===== src/rtl/hand_slot_allocator_if.sv =====
// Player/game-control side bundle for the hand slot allocator.
// The master modport is the game-control side, the slave modport is the allocator.
interface hand_slot_allocator_if #(
    parameter int NUM_PLAYERS = 4,
    parameter int ADDR_W      = 10,
    parameter int CNT_W       = 4
);
    logic [NUM_PLAYERS-1:0]        alloc_req;
    logic [NUM_PLAYERS-1:0]        release_req;
    logic [NUM_PLAYERS-1:0]        adr_found;
    logic [NUM_PLAYERS*ADDR_W-1:0] address;
    logic [NUM_PLAYERS-1:0]        hand_valid;
    logic [NUM_PLAYERS-1:0]        alloc_fail;
    logic [CNT_W-1:0]              free_count;
    logic                          busy;

    modport master (
        output alloc_req, release_req,
        input  adr_found, address, hand_valid, alloc_fail, free_count, busy
    );

    modport slave (
        input  alloc_req, release_req,
        output adr_found, address, hand_valid, alloc_fail, free_count, busy
    );
endinterface


===== src/rtl/hand_slot_allocator.sv =====
// Round-robin allocator handing fixed-size hand regions of card memory to players.
// A granted request scans the slot pool one slot per cycle; releases apply in any state.
module hand_slot_allocator #(
    parameter int NUM_PLAYERS = 4,
    parameter int NUM_SLOTS   = 8,
    parameter int ADDR_W      = 10,
    parameter int SLOT_STRIDE = 16,
    parameter int BASE_ADDR   = 0
) (
    input  logic                 clock,
    input  logic                 reset,
    hand_slot_allocator_if.slave bus
);
    localparam int PW = $clog2(NUM_PLAYERS);
    localparam int SW = (NUM_SLOTS > 1) ? $clog2(NUM_SLOTS) : 1;
    localparam int CW = $clog2(NUM_SLOTS + 1);

    typedef enum logic {ST_IDLE, ST_SCAN} state_t;

    state_t                 state_q;
    logic [PW-1:0]          rr_ptr_q;
    logic [PW-1:0]          cur_q;
    logic [SW-1:0]          scan_idx_q;
    logic [NUM_SLOTS-1:0]   free_q;
    logic [SW-1:0]          slot_q [NUM_PLAYERS];
    logic [ADDR_W-1:0]      addr_q [NUM_PLAYERS];
    logic [NUM_PLAYERS-1:0] hand_valid_q;
    logic [NUM_PLAYERS-1:0] adr_found_q;
    logic [NUM_PLAYERS-1:0] alloc_fail_q;
    logic [CW-1:0]          free_count_q;

    logic [NUM_PLAYERS-1:0] eligible_d;
    logic [NUM_PLAYERS-1:0] rel_ok_d;
    logic                   pick_vld_d;
    logic [PW-1:0]          pick_idx_d;
    logic [PW:0]            cand_d;
    logic [CW-1:0]          rel_cnt_d;
    logic                   grant_d;
    logic                   last_slot_d;

    function automatic logic [ADDR_W-1:0] slot_addr(input logic [SW-1:0] idx);
        logic [31:0] a;
        a = 32'(BASE_ADDR) + 32'(idx) * 32'(SLOT_STRIDE);
        return a[ADDR_W-1:0];
    endfunction

    function automatic logic [PW-1:0] wrap_inc(input logic [PW-1:0] v);
        return (v == PW'(NUM_PLAYERS - 1)) ? '0 : v + 1'b1;
    endfunction

    // Arbitration: first eligible player at or after rr_ptr, wrapping.
    always_comb begin
        eligible_d = bus.alloc_req & ~hand_valid_q;
        rel_ok_d   = bus.release_req & hand_valid_q;
        pick_vld_d = 1'b0;
        pick_idx_d = '0;
        cand_d     = '0;
        rel_cnt_d  = '0;
        for (int i = 0; i < NUM_PLAYERS; i++) begin
            cand_d = {1'b0, rr_ptr_q} + (PW+1)'(i);
            if (cand_d >= (PW+1)'(NUM_PLAYERS)) cand_d = cand_d - (PW+1)'(NUM_PLAYERS);
            if (!pick_vld_d && eligible_d[cand_d[PW-1:0]]) begin
                pick_vld_d = 1'b1;
                pick_idx_d = cand_d[PW-1:0];
            end
        end
        for (int p = 0; p < NUM_PLAYERS; p++) rel_cnt_d = rel_cnt_d + CW'(rel_ok_d[p]);
        grant_d     = (state_q == ST_SCAN) && free_q[scan_idx_q];
        last_slot_d = (scan_idx_q == SW'(NUM_SLOTS - 1));
    end

    always_ff @(posedge clock) begin
        if (reset) begin
            state_q      <= ST_IDLE;
            rr_ptr_q     <= '0;
            cur_q        <= '0;
            scan_idx_q   <= '0;
            free_q       <= '1;
            slot_q       <= '{default: '0};
            addr_q       <= '{default: '0};
            hand_valid_q <= '0;
            adr_found_q  <= '0;
            alloc_fail_q <= '0;
            free_count_q <= CW'(NUM_SLOTS);
        end else begin
            adr_found_q  <= '0;
            alloc_fail_q <= '0;
            free_count_q <= free_count_q - CW'(grant_d) + rel_cnt_d;
            // A released slot never coincides with the slot being granted: one is used, the other free.
            for (int p = 0; p < NUM_PLAYERS; p++) begin
                if (rel_ok_d[p]) begin
                    free_q[slot_q[p]] <= 1'b1;
                    hand_valid_q[p]   <= 1'b0;
                    addr_q[p]         <= '0;
                end
            end
            case (state_q)
                ST_IDLE: begin
                    if (pick_vld_d) begin
                        cur_q      <= pick_idx_d;
                        scan_idx_q <= '0;
                        state_q    <= ST_SCAN;
                    end
                end
                ST_SCAN: begin
                    if (grant_d) begin
                        free_q[scan_idx_q]  <= 1'b0;
                        slot_q[cur_q]       <= scan_idx_q;
                        addr_q[cur_q]       <= slot_addr(scan_idx_q);
                        hand_valid_q[cur_q] <= 1'b1;
                        adr_found_q[cur_q]  <= 1'b1;
                        rr_ptr_q            <= wrap_inc(cur_q);
                        state_q             <= ST_IDLE;
                    end else if (last_slot_d) begin
                        alloc_fail_q[cur_q] <= 1'b1;
                        rr_ptr_q            <= wrap_inc(cur_q);
                        state_q             <= ST_IDLE;
                    end else begin
                        scan_idx_q <= scan_idx_q + 1'b1;
                    end
                end
                default: state_q <= ST_IDLE;
            endcase
        end
    end

    for (genvar g = 0; g < NUM_PLAYERS; g++) begin : g_addr
        assign bus.address[g*ADDR_W +: ADDR_W] = addr_q[g];
    end

    assign bus.adr_found  = adr_found_q;
    assign bus.alloc_fail = alloc_fail_q;
    assign bus.hand_valid = hand_valid_q;
    assign bus.free_count = free_count_q;
    assign bus.busy       = (state_q == ST_SCAN);
endmodule


===== src/flat_wrapper.sv =====
// flat-port wrapper written by rule: the top's interface ports become plain ports
module hand_slot_allocator_flat 
#(
    parameter int NUM_PLAYERS = 4,
    parameter int NUM_SLOTS   = 8,
    parameter int ADDR_W      = 10,
    parameter int SLOT_STRIDE = 16,
    parameter int BASE_ADDR   = 0
)
  (clock, reset, bus_alloc_req, bus_release_req, bus_adr_found, bus_address, bus_hand_valid, bus_alloc_fail, bus_free_count, bus_busy);
  hand_slot_allocator_if #(.NUM_PLAYERS(NUM_PLAYERS), .ADDR_W(ADDR_W), .CNT_W(4)) bus_i ();
  input  logic clock;
  input  logic reset;
  input wire logic [$bits(bus_i.alloc_req)-1:0] bus_alloc_req;
  input wire logic [$bits(bus_i.release_req)-1:0] bus_release_req;
  output wire logic [$bits(bus_i.adr_found)-1:0] bus_adr_found;
  output wire logic [$bits(bus_i.address)-1:0] bus_address;
  output wire logic [$bits(bus_i.hand_valid)-1:0] bus_hand_valid;
  output wire logic [$bits(bus_i.alloc_fail)-1:0] bus_alloc_fail;
  output wire logic [$bits(bus_i.free_count)-1:0] bus_free_count;
  output wire logic [$bits(bus_i.busy)-1:0] bus_busy;
  assign bus_i.alloc_req = bus_alloc_req;
  assign bus_i.release_req = bus_release_req;
  assign bus_adr_found = bus_i.adr_found;
  assign bus_address = bus_i.address;
  assign bus_hand_valid = bus_i.hand_valid;
  assign bus_alloc_fail = bus_i.alloc_fail;
  assign bus_free_count = bus_i.free_count;
  assign bus_busy = bus_i.busy;
  hand_slot_allocator #(.NUM_PLAYERS(NUM_PLAYERS), .NUM_SLOTS(NUM_SLOTS), .ADDR_W(ADDR_W), .SLOT_STRIDE(SLOT_STRIDE), .BASE_ADDR(BASE_ADDR)) u_core (.clock(clock), .reset(reset), .bus(bus_i));
endmodule

===== config.mk =====
export PLATFORM = sky130hd
export DESIGN_NAME = hand_slot_allocator_flat
export DESIGN_NICKNAME = d
export VERILOG_FILES = /design/src/rtl/hand_slot_allocator_if.sv /design/src/rtl/hand_slot_allocator.sv /design/src/flat_wrapper.sv
export SDC_FILE = /design/constraint.sdc
export NUM_CORES = 1
export LEC_CHECK = 0
export ABC_AREA = 1
export BUFFER_PORTS_ARGS = -buffer_cell sky130_fd_sc_hd__buf_2
export CORE_ASPECT_RATIO = 1.25
export CORE_UTILIZATION = 40
export DETAILED_ROUTE_END_ITERATION = 16
export GPL_TIMING_DRIVEN = 0
export SYNTH_ARGS = -nofsm -noshare
export SYNTH_HDL_FRONTEND = slang
export SYNTH_SLANG_ARGS = --single-unit

===== constraint.sdc =====
create_clock -name clock -period 4 [get_ports clock]
set_input_delay 0 -clock clock [delete_from_list [all_inputs] [get_ports clock]]
set_output_delay 0 -clock clock [all_outputs]
set_load 0.01 [all_outputs]

* After elaboration in Yosys (flattened, before gate mapping) *
Cells that the tools add are included.

word-level totals
  bits in registers = 84
  bits of input ports = 10
  output and inout port bits = 57
  logic and storage cells = 174

cells by class
  add/subtract/negate cells = 14
  order comparisons = 22
  eq/ne operators = 5
  multiplexer cells = 81
  bitwise operators = 14
  reduce and logical (&&, ||, !) cells = 21

operator list
  operator                                                                       count
  10-bit two-way mux                                                             9
  40-bit two-way mux                                                             2
  8-bit two-way mux                                                              10
  40-bit bitwise mux                                                             1
  8-bit bitwise OR                                                               4
  1-bit two-way mux                                                              26
  2-bit two-way mux                                                              11
  10-bit demux with 2-bit select                                                 1
  3-bit by 4-bit less-than comparator with 1-bit output (second input constant)  5
  1-bit demux with 3-bit select                                                  5
  3-bit by 1-bit >= comparator with 1-bit output (second input constant)         5
  2-bit by 3-bit less-than comparator with 1-bit output (second input constant)  5
  12-bit bitwise mux                                                             1
  3-bit >= comparator (second input constant)                                    4
  3-bit two-way mux                                                              4
  1-bit logical AND                                                              11
  4-bit by 1-bit adder with 4-bit output                                         2
  4-bit bitwise AND                                                              2
  8-bit bitwise AND                                                              1
  1-bit binary-select mux with 2-bit select                                      4
  4-bit two-way mux                                                              2
  8-bit inverter                                                                 1
  2-bit by 1-bit subtractor with 2-bit output (second input constant)            4
  2-bit by 2-bit adder with 3-bit output (second input constant)                 2
  other kinds (28)                                                               35

* Longest topological paths before layout *
Gate-level depths: netlist (run 1).

  depth after elaboration = 19
  gate-level depth with buffers = 18
  gate-level depth less buffers = 18

* Worst setup path before layout (run 1) *
OpenSTA, ideal clock, no wires.

  path kind = register to register
  start = reg u_core.scan_idx_q[0]
  end = reg u_core.free_count_q[2], in the netlist u_core.bus.free_count[2]
  setup time = 0.128 ns
  data arrival time = 2.541 ns
  required time = 3.872 ns
  slack = 1.331 ns
  cell stages (with the launch flop) = 18
  path buffers = 0
  period minus slack after synthesis = 2.669 ns
  cell sequence = dfxtp_1 > inv_2 > nand2_1 > nand2_1 > nand2_1 > nand2_1 > nand2_1 > nand2_4 > nand2_8 > inv_4 > ha_1 > fa_1 > inv_1 > ha_1 > inv_1 > fa_1 > xor2_1 > nor2_1

on the way
  word-level cells in the longest chain between the ends = 5

RTL lines
  what                                         line                        source
  start, declared                              hand_slot_allocator.sv:23   logic [SW-1:0] scan_idx_q;
  start signal, assigned                       hand_slot_allocator.sv:119  scan_idx_q <= scan_idx_q + 1'b1;
  1-bit binary-select mux with 3-bit select    hand_slot_allocator.sv:68   grant_d = (state_q == ST_SCAN) && free_q[scan_idx_q];
  1-bit two-way mux (not written as such)      hand_slot_allocator.sv:68
  1-bit logical AND                            hand_slot_allocator.sv:68
  4-bit by 1-bit subtractor with 4-bit output  hand_slot_allocator.sv:88   free_count_q <= free_count_q - CW'(grant_d) + rel_cnt_d;
  4-bit adder                                  hand_slot_allocator.sv:88
  end signal, assigned                         hand_slot_allocator.sv:84   free_count_q <= CW'(NUM_SLOTS);
  end signal, assigned                         hand_slot_allocator.sv:88
  end, declared                                hand_slot_allocator.sv:30   logic [CW-1:0] free_count_q;

Every way passes these cells. The select of a mux whose other input is x is not followed.
A chain may end at the register's enable or synchronous reset.

* Worst setup path in the final report (run 1) *
  start = reg u_core.scan_idx_q[2]
  end = reg u_core.free_count_q[1], in the netlist u_core.bus.free_count[1]

The elaborated chain is that of the path after synthesis.

==> results of run 1 <==
==> worst paths after layout <==
kind | depth (start not counted) | from | slack (ps) | endpoint
worst max-delay path | 12 | u_core.scan_idx_q[2]$_SDFFE_PP0P_ | 1020 | u_core.bus.free_count[1]$_SDFF_PP0_
worst min-delay path | 4 | reset | 170 | u_core.rr_ptr_q[1]$_SDFFE_PP0P_
worst max register to register | 12 | u_core.scan_idx_q[2]$_SDFFE_PP0P_ | 1020 | u_core.bus.free_count[1]$_SDFF_PP0_
worst min register to register | 2 | u_core.bus.address[20]$_SDFF_PP0_ | 450 | u_core.bus.address[20]$_SDFF_PP0_
==> sequential cells by signal, summed over array words and instances, names as in the netlist <==
| name | flops |
|---|---|
| u_core.bus.address | 40 |
| u_core.scan_idx_q | 3 |
| u_core.free_q | 8 |
| u_core.rr_ptr_q | 2 |
| u_core.bus.alloc_fail | 4 |
| u_core.cur_q | 2 |
| u_core.bus.adr_found | 4 |
| u_core.bus.busy | 1 |
| u_core.bus.free_count | 4 |
| u_core.bus.hand_valid | 4 |
| u_core.slot_q | 12 |
==> worst max-delay path, stage by stage, from the launching register on <==
cell	delay, ps
dfxtp_1	360
clkbuf_1	450
nand2_1	180
nand2_4	140
nand2_8	110
inv_4	110
ha_1	250
fa_1	500
inv_1	40
ha_1	180
inv_1	80
fa_1	410
nor2_1	100
==> placed cells by master (no fill, tap or decap), drive strengths merged, types with 4 or more instances in the layout <==
master       synthesis  layout
a21oi               30      30
buf                  9      75
clkbuf               4      16
dfxtp               84      84
dlygate4sd3          0       4
ha                  14      14
inv                 95      95
nand2               86      86
nand3               79      79
nand4                8       8
nor2                35      35
o2111ai              4       4
o21ai               15      15
o22ai                5       5
o32ai                4       4
==> through the flow <==
stage	std cells	setup slack [ps]	hold WS, ps	cell area (um^2)	power [mW]
floorplan	494	1330	118	3840	1.66
global placement	683	1040	225	4320	1.86
detailed placement	683	1010	227	4320	1.88
CTS	703	991	150	4670	2.73
global route	703	833	177	4670	2.89
finish	703	1020	168	4670	2.70
==> kinds of logic (layout without fill, tap and decap cells) <==
family / Yosys count / in the layout / synth area share [%]
buffers and inverters: 109 / 195 / 11.9
and+or+nand+nor: 212 / 212 / 26.5
adders and majority gates: 16 / 16 / 5.61
xor gates and xnor gates: 3 / 3 / 0.685
DFF: 84 / 84 / 43.8
AOI/OAI and AO/OA: 70 / 70 / 11.5
==> power breakdown <==
part           switching (mW)  internal [mW]
registers              0.0572          0.900
logic                   0.604          0.304
clock network           0.323          0.515
==> per-layer routing <==
metal,up-vias,GRT usage (%),wire length [um]
li1,1763,-,-
met4,0,9.74,322
met3,26,4.74,540
met1,1580,23.8,4150
met5,-,0,0
met2,127,33.1,4420
==> layout make-up <==
class | instances | area, um^2
fill | 928 | 4560
multi-input combinational | 301 | 1700
tap | 123 | 154
clock buffer | 12 | 256
timing repair buffer | 70 | 370
clock inverter | 4 | 47.5
sequential | 84 | 1680
inverter | 96 | 365
buffer | 13 | 91.3
==> metrics.csv, run 1 <==
stage;metric;value;unit
critical_path;Critical Path AT;3250;ps
sta;crit share post-route;74.4;%
route;drt via density;4.97;
route;total number of vias;3496;
logic_synthesis;syn_nets;520;
critical_path;Worst setup EP type;flip-flop;
logic_synthesis;area share of the leading cell type in the synthesized netlist;43.8;%
sta;final hold violation count;0;
global_routing;vias in the first global route;3259;
clock_network;Clock Path Buffers;2;
global_routing;initial antenna violation count;0;
clock_network;Resized cells post-CTS;0;
route;WL final;9.43;mm
logic_synthesis;Synth Instances;494;
sta;unrepaired setup endpoints after global routing;false;
logic_synthesis;top-count cell post-synth;inv_1;
hold_path;Tightest Hold Check Type;primary input to flip-flop;
logic_synthesis;warnings from Yosys;0;
pwr;leak pwr;2.29;nW
global_routing;first-pass GRT wire length;15.1;mm
placement;GPL Wtd Cong;0.979;
route;post-route ant nets;0;
logic_synthesis;sequential area share after synthesis;43.8;%
critical_path;CP Class;flip-flop to flip-flop;
final_layout;Area Growth Syn to Fin;21.6;%
floorplanning;Rows;39;
logic_synthesis;Post-Syn Area;3840;um^2
clock_network;hold buffer count at cts;4;
logic_synthesis;Synth Flop Type;dfxtp_1;
logic_synthesis;mean post-synth cell area;7.77;um^2
global_routing;largest net degree at the start of global routing;14;
route;Post-route DRC;0;
logic_synthesis;number of flops mapped to enable cells by yosys;0;
logic_synthesis;Cell variety after synth;38;
pwr;Max rail drop VDD;0.000320;V
clock_network;CTS buffer count;9;
floorplanning;Starting Density;41.6;%
job;max_cap viols;0;
floorplanning;Die Footprint;9990;um^2
route;WL/cell;13.4;um
critical_path;Setup crit start kind;flip-flop;
final_layout;# diodes;0;
placement;post-DP HPWL;6.96;mm
sta;Final setup viols;0;
clock_network;clock latency at the later pin of the worst-skew pair;340;ps
final_layout;layout cell share with drive strength beyond 1;20.0;%
global_routing;All-Layer GR Usage;20.0;%
sta;Worst Skew;7.49;ps
critical_path;CP Data Required Time;4270;ps
floorplanning;chip width;89.6;um
critical_path;critical-path maximum fanout;10;
clock_network;post-CTS setup buffer count;0;
sta;Slew headroom;54.2;%
floorplanning;Die Height;112;um
final_layout;utilization after layout;50.6;%
clock_network;clk slew on worst S/H paths;60;ps
sta;Fmax;0.336;GHz
sta;fin. max-slew vios;0;
logic_synthesis;post-synth top area cell;dfxtp_1;
placement;IO Port Bufs;66;
sta;post-layout min period;2980;ps
final_layout;# nets final;601;
clock_network;clock sinks;84;
logic_synthesis;largest cells by area after synthesis;dfxtp_1 44%, nand3_1 10%, inv_1 8.6%;
run_status;status;complete, no violations;
sta;setup TNS;0;ps
clock_network;H-tree levels;3;
route;Detailed Route Iter0 Violations;174;
clock_network;CTS tree;yes;
logic_synthesis;commonest cells in the netlist;88 x inv_1, 84 x dfxtp_1, 79 x nand3_1, 77 x nand2_1, 31 x nor2_1;
floorplanning;total core area;9220;um^2
pwr;Pwr per Cell Area;579;nW/um^2
logic_synthesis;ys async rst share;0;%
route;first-pass detailed-route iteration total;5;
global_routing;GRT overflow;0;
floorplanning;Top Ports;67;
clock_network;CTS root buf;clkbuf_16;
sta;Slew @ Worst Pin;688;ps
logic_synthesis;Seq cells post-synth;84;
(Power assumes the default switching activity.)
==> run 2, diff against run 1 <==
==> constraint.sdc (replaced) <==
create_clock -name clock -period 2.6 [get_ports clock]
set_input_delay 0 -clock clock [delete_from_list [all_inputs] [get_ports clock]]
set_output_delay 0 -clock clock [all_outputs]
set_load 0.01 [all_outputs]
==> metrics.csv, run 2 (synthesis results as in run 1) <==
stage;metric;value;unit;change
final_layout;FF/Latch Area;1690;um^2;+0.22%
global_routing;All-Layer GR Usage;20.4;%;+0.34 points
critical_path;CP Data Required Time;2810;ps;-1460 ps
critical_path;CP dominant cell by count;fa_2;;
sta;Final setup viols;0;;unchanged
placement;IO Port Bufs;66;;unchanged
sta;crit share post-route;99.4;%;+25 points
critical_path;CP Cell Sequence;clkbuf_2 > nand2_1 > nand2_4 > nand2_8 > inv_8 > ha_4 > fa_2 > inv_1 > ha_2 > inv_2 > fa_2 > nor2_1;;
critical_path;Critical Path AT;2790;ps;-460 ps
sta;Fmax;0.387;GHz;+15%
placement;post-DP HPWL;7.01;mm;+0.64%
global_routing;GRT overflow;0;;unchanged
sta;post-layout min period;2580;ps;-392 ps
final_layout;Filler cells;918;;-1.1%
clock_network;clock latency at the later pin of the worst-skew pair;340;ps;about the same
placement;GPL Wtd Cong;0.954;;-2.6%
floorplanning;chip width;89.6;um;unchanged
sta;setup TNS;0;ps;unchanged
clock_network;H-tree levels;3;;unchanged
clock_network;CTS buffer count;9;;unchanged
floorplanning;Rows;39;;unchanged
final_layout;Multi-input gate area;1740;um^2;+2.1%
critical_path;CP startpoint;u_core.scan_idx_q[2]$_SDFFE_PP0P_;;
critical_path;reg2reg setup slack;20;ps;-1010 ps
clock_network;Clock Path Buffers;2;;unchanged
sta;unrepaired setup endpoints after global routing;true;;
global_routing;vias in the first global route;3246;;-0.40%
global_routing;initial antenna violation count;0;;unchanged
final_layout;post-route cell area;4750;um^2;+1.8%
floorplanning;total core area;9220;um^2;unchanged
route;Detailed Route Iter0 Violations;148;;-15%
critical_path;CP Class;flip-flop to flip-flop;;
sta;Slew @ Worst Pin;668;ps;-19.8 ps
placement;DP Area;4330;um^2;about the same
critical_path;Worst setup EP type;flip-flop;;
global_routing;first-pass GRT wire length;15.3;mm;+1.9%
floorplanning;Starting Density;41.6;%;unchanged
pwr;Pwr per Cell Area;891;nW/um^2;+54%
final_layout;layout cell share with drive strength beyond 1;22.7;%;+2.7 points
final_layout;# nets final;607;;+1.0%
route;total number of vias;3501;;+0.14%
critical_path;Reg2Reg Depth;12;;unchanged
floorplanning;Top Ports;67;;unchanged
pwr;Max rail drop VDD;0.000542;V;+69%
hold_path;Tightest Hold Check Type;primary input to flip-flop;;
sta;Worst Skew;8.59;ps;+1.11 ps
route;WL/cell;13.4;um;about the same
route;drt via density;4.94;;-0.70%
floorplanning;Die Height;112;um;unchanged
critical_path;Worst Setup EP;u_core.bus.free_count[1]$_SDFF_PP0_;;
sta;final hold violation count;0;;unchanged
clock_network;CTS root buf;clkbuf_16;;
global_routing;largest net degree at the start of global routing;14;;unchanged
final_layout;most frequent cells in the layout;87 x inv_1, 83 x dfxtp_1, 79 x nand3_1, 75 x nand2_1, 66 x buf_2;;
final_layout;max reg flops;40;;unchanged
clock_network;clk slew on worst S/H paths;60;ps;about the same
final_layout;# diodes;0;;unchanged
pwr;leak pwr;2.33;nW;+1.5%
final_layout;utilization after layout;51.5;%;+0.94 points
job;max_cap viols;0;;unchanged
clock_network;clock sinks;84;;unchanged
route;first-pass detailed-route iteration total;4;;-1
route;WL final;9.52;mm;+0.88%
floorplanning;Die Footprint;9990;um^2;unchanged
critical_path;slowest cell on the critical path;fa_2;;
critical_path;Worst R2R Start;u_core.scan_idx_q[2]$_SDFFE_PP0P_;;
run_status;status;complete, no violations;;
critical_path;Setup crit start kind;flip-flop;;
sta;fin. max-slew vios;0;;unchanged
clock_network;CTS tree;yes;;
critical_path;Worst path max stage delay;510;ps;about the same
critical_path;r2r endpoint;u_core.bus.free_count[1]$_SDFF_PP0_;;
route;Post-route DRC;0;;unchanged
final_layout;Area Growth Syn to Fin;23.8;%;
critical_path;critical-path maximum fanout;10;;unchanged
sta;Slew headroom;55.5;%;+1.3 points
route;post-route ant nets;0;;unchanged
final_layout;most common cell after layout, fill and taps aside;inv_1;;
## run 2: cell types whose count changed in the layout (fill, tap and decap cells not counted), moves of 2 or more
cell	change
buf_4	+7
clkbuf_1	-2
fa_1	-2
fa_2	+2
ha_1	-2
nand2_1	-2
## run 2: stage by stage
step           hold WS, ps  setup WS (ps)  cells  total power [mW]
6_report               167           15.9    709              4.24
2_1_floorplan          118           1.11    494              2.56
4_1_cts                154          -15.5    707              4.22
3_3_place_gp           224           -209    683              2.86
5_1_grt                182           -137    709              4.55
3_5_place_dp           227           -247    683              2.89
## run 2: cell type report
class | count | share of cell area, %
Multi-Input combinational cell | 301 | 36.5
Sequential cell | 84 | 35.5
Timing Repair Buffer | 76 | 8.74
Inverter | 96 | 7.90
Clock buffer | 12 | 5.61
Tap cell | 123 | 3.24
Buffer | 13 | 2.08
Clock inverter | 4 | 0.474
## run 2: worst min-delay path by stage
stage                             startpoint                                  end  slack [ps]  cells past startpoint
after floorplan           bus_release_req[0]  u_core.bus.hand_valid[0]$_SDFF_PP0_         120                      1
after global placement    bus_release_req[2]  u_core.bus.hand_valid[2]$_SDFF_PP0_         220                      2
after detailed placement  bus_release_req[2]  u_core.bus.hand_valid[2]$_SDFF_PP0_         230                      2
after CTS                              reset         u_core.cur_q[0]$_SDFFE_PP0P_         150                      4
after global routing                   reset         u_core.cur_q[0]$_SDFFE_PP0P_         180                      4
final                                  reset         u_core.cur_q[0]$_SDFFE_PP0P_         170                      4
## run 2: what timing repair did
item / 4_1_cts / 5_1_grt
endpoints found under the hold margin: 4 / 0
pin swaps: 3 / 1
buffers inserted: 4 / 2
gates cloned: 0 / 0
setup endpoints to repair: 3 / 3
hold buffers: 4 / 0
gates resized for setup: 10 / 6
## run 2: worst max-delay path: cells and delay by family, from the launching register on
kind	cells	cell delay [ps]
buf+inv	4	440
flops	1	360
fa+ha+maj	4	1290
simple gates	4	360
## run 2: layer usage
metal / share of wire (%) / track usage (%)
met5: 0 / 0
met3: 4.8 / 4.52
met1: 45 / 24.9
met2: 48 / 33.7
met4: 2.5 / 8.78
## run 2: power breakdown
part	switching, mW	internal, mW
Combinational	0.971	0.564
Clock	0.501	0.720
Sequential	0.0938	1.39
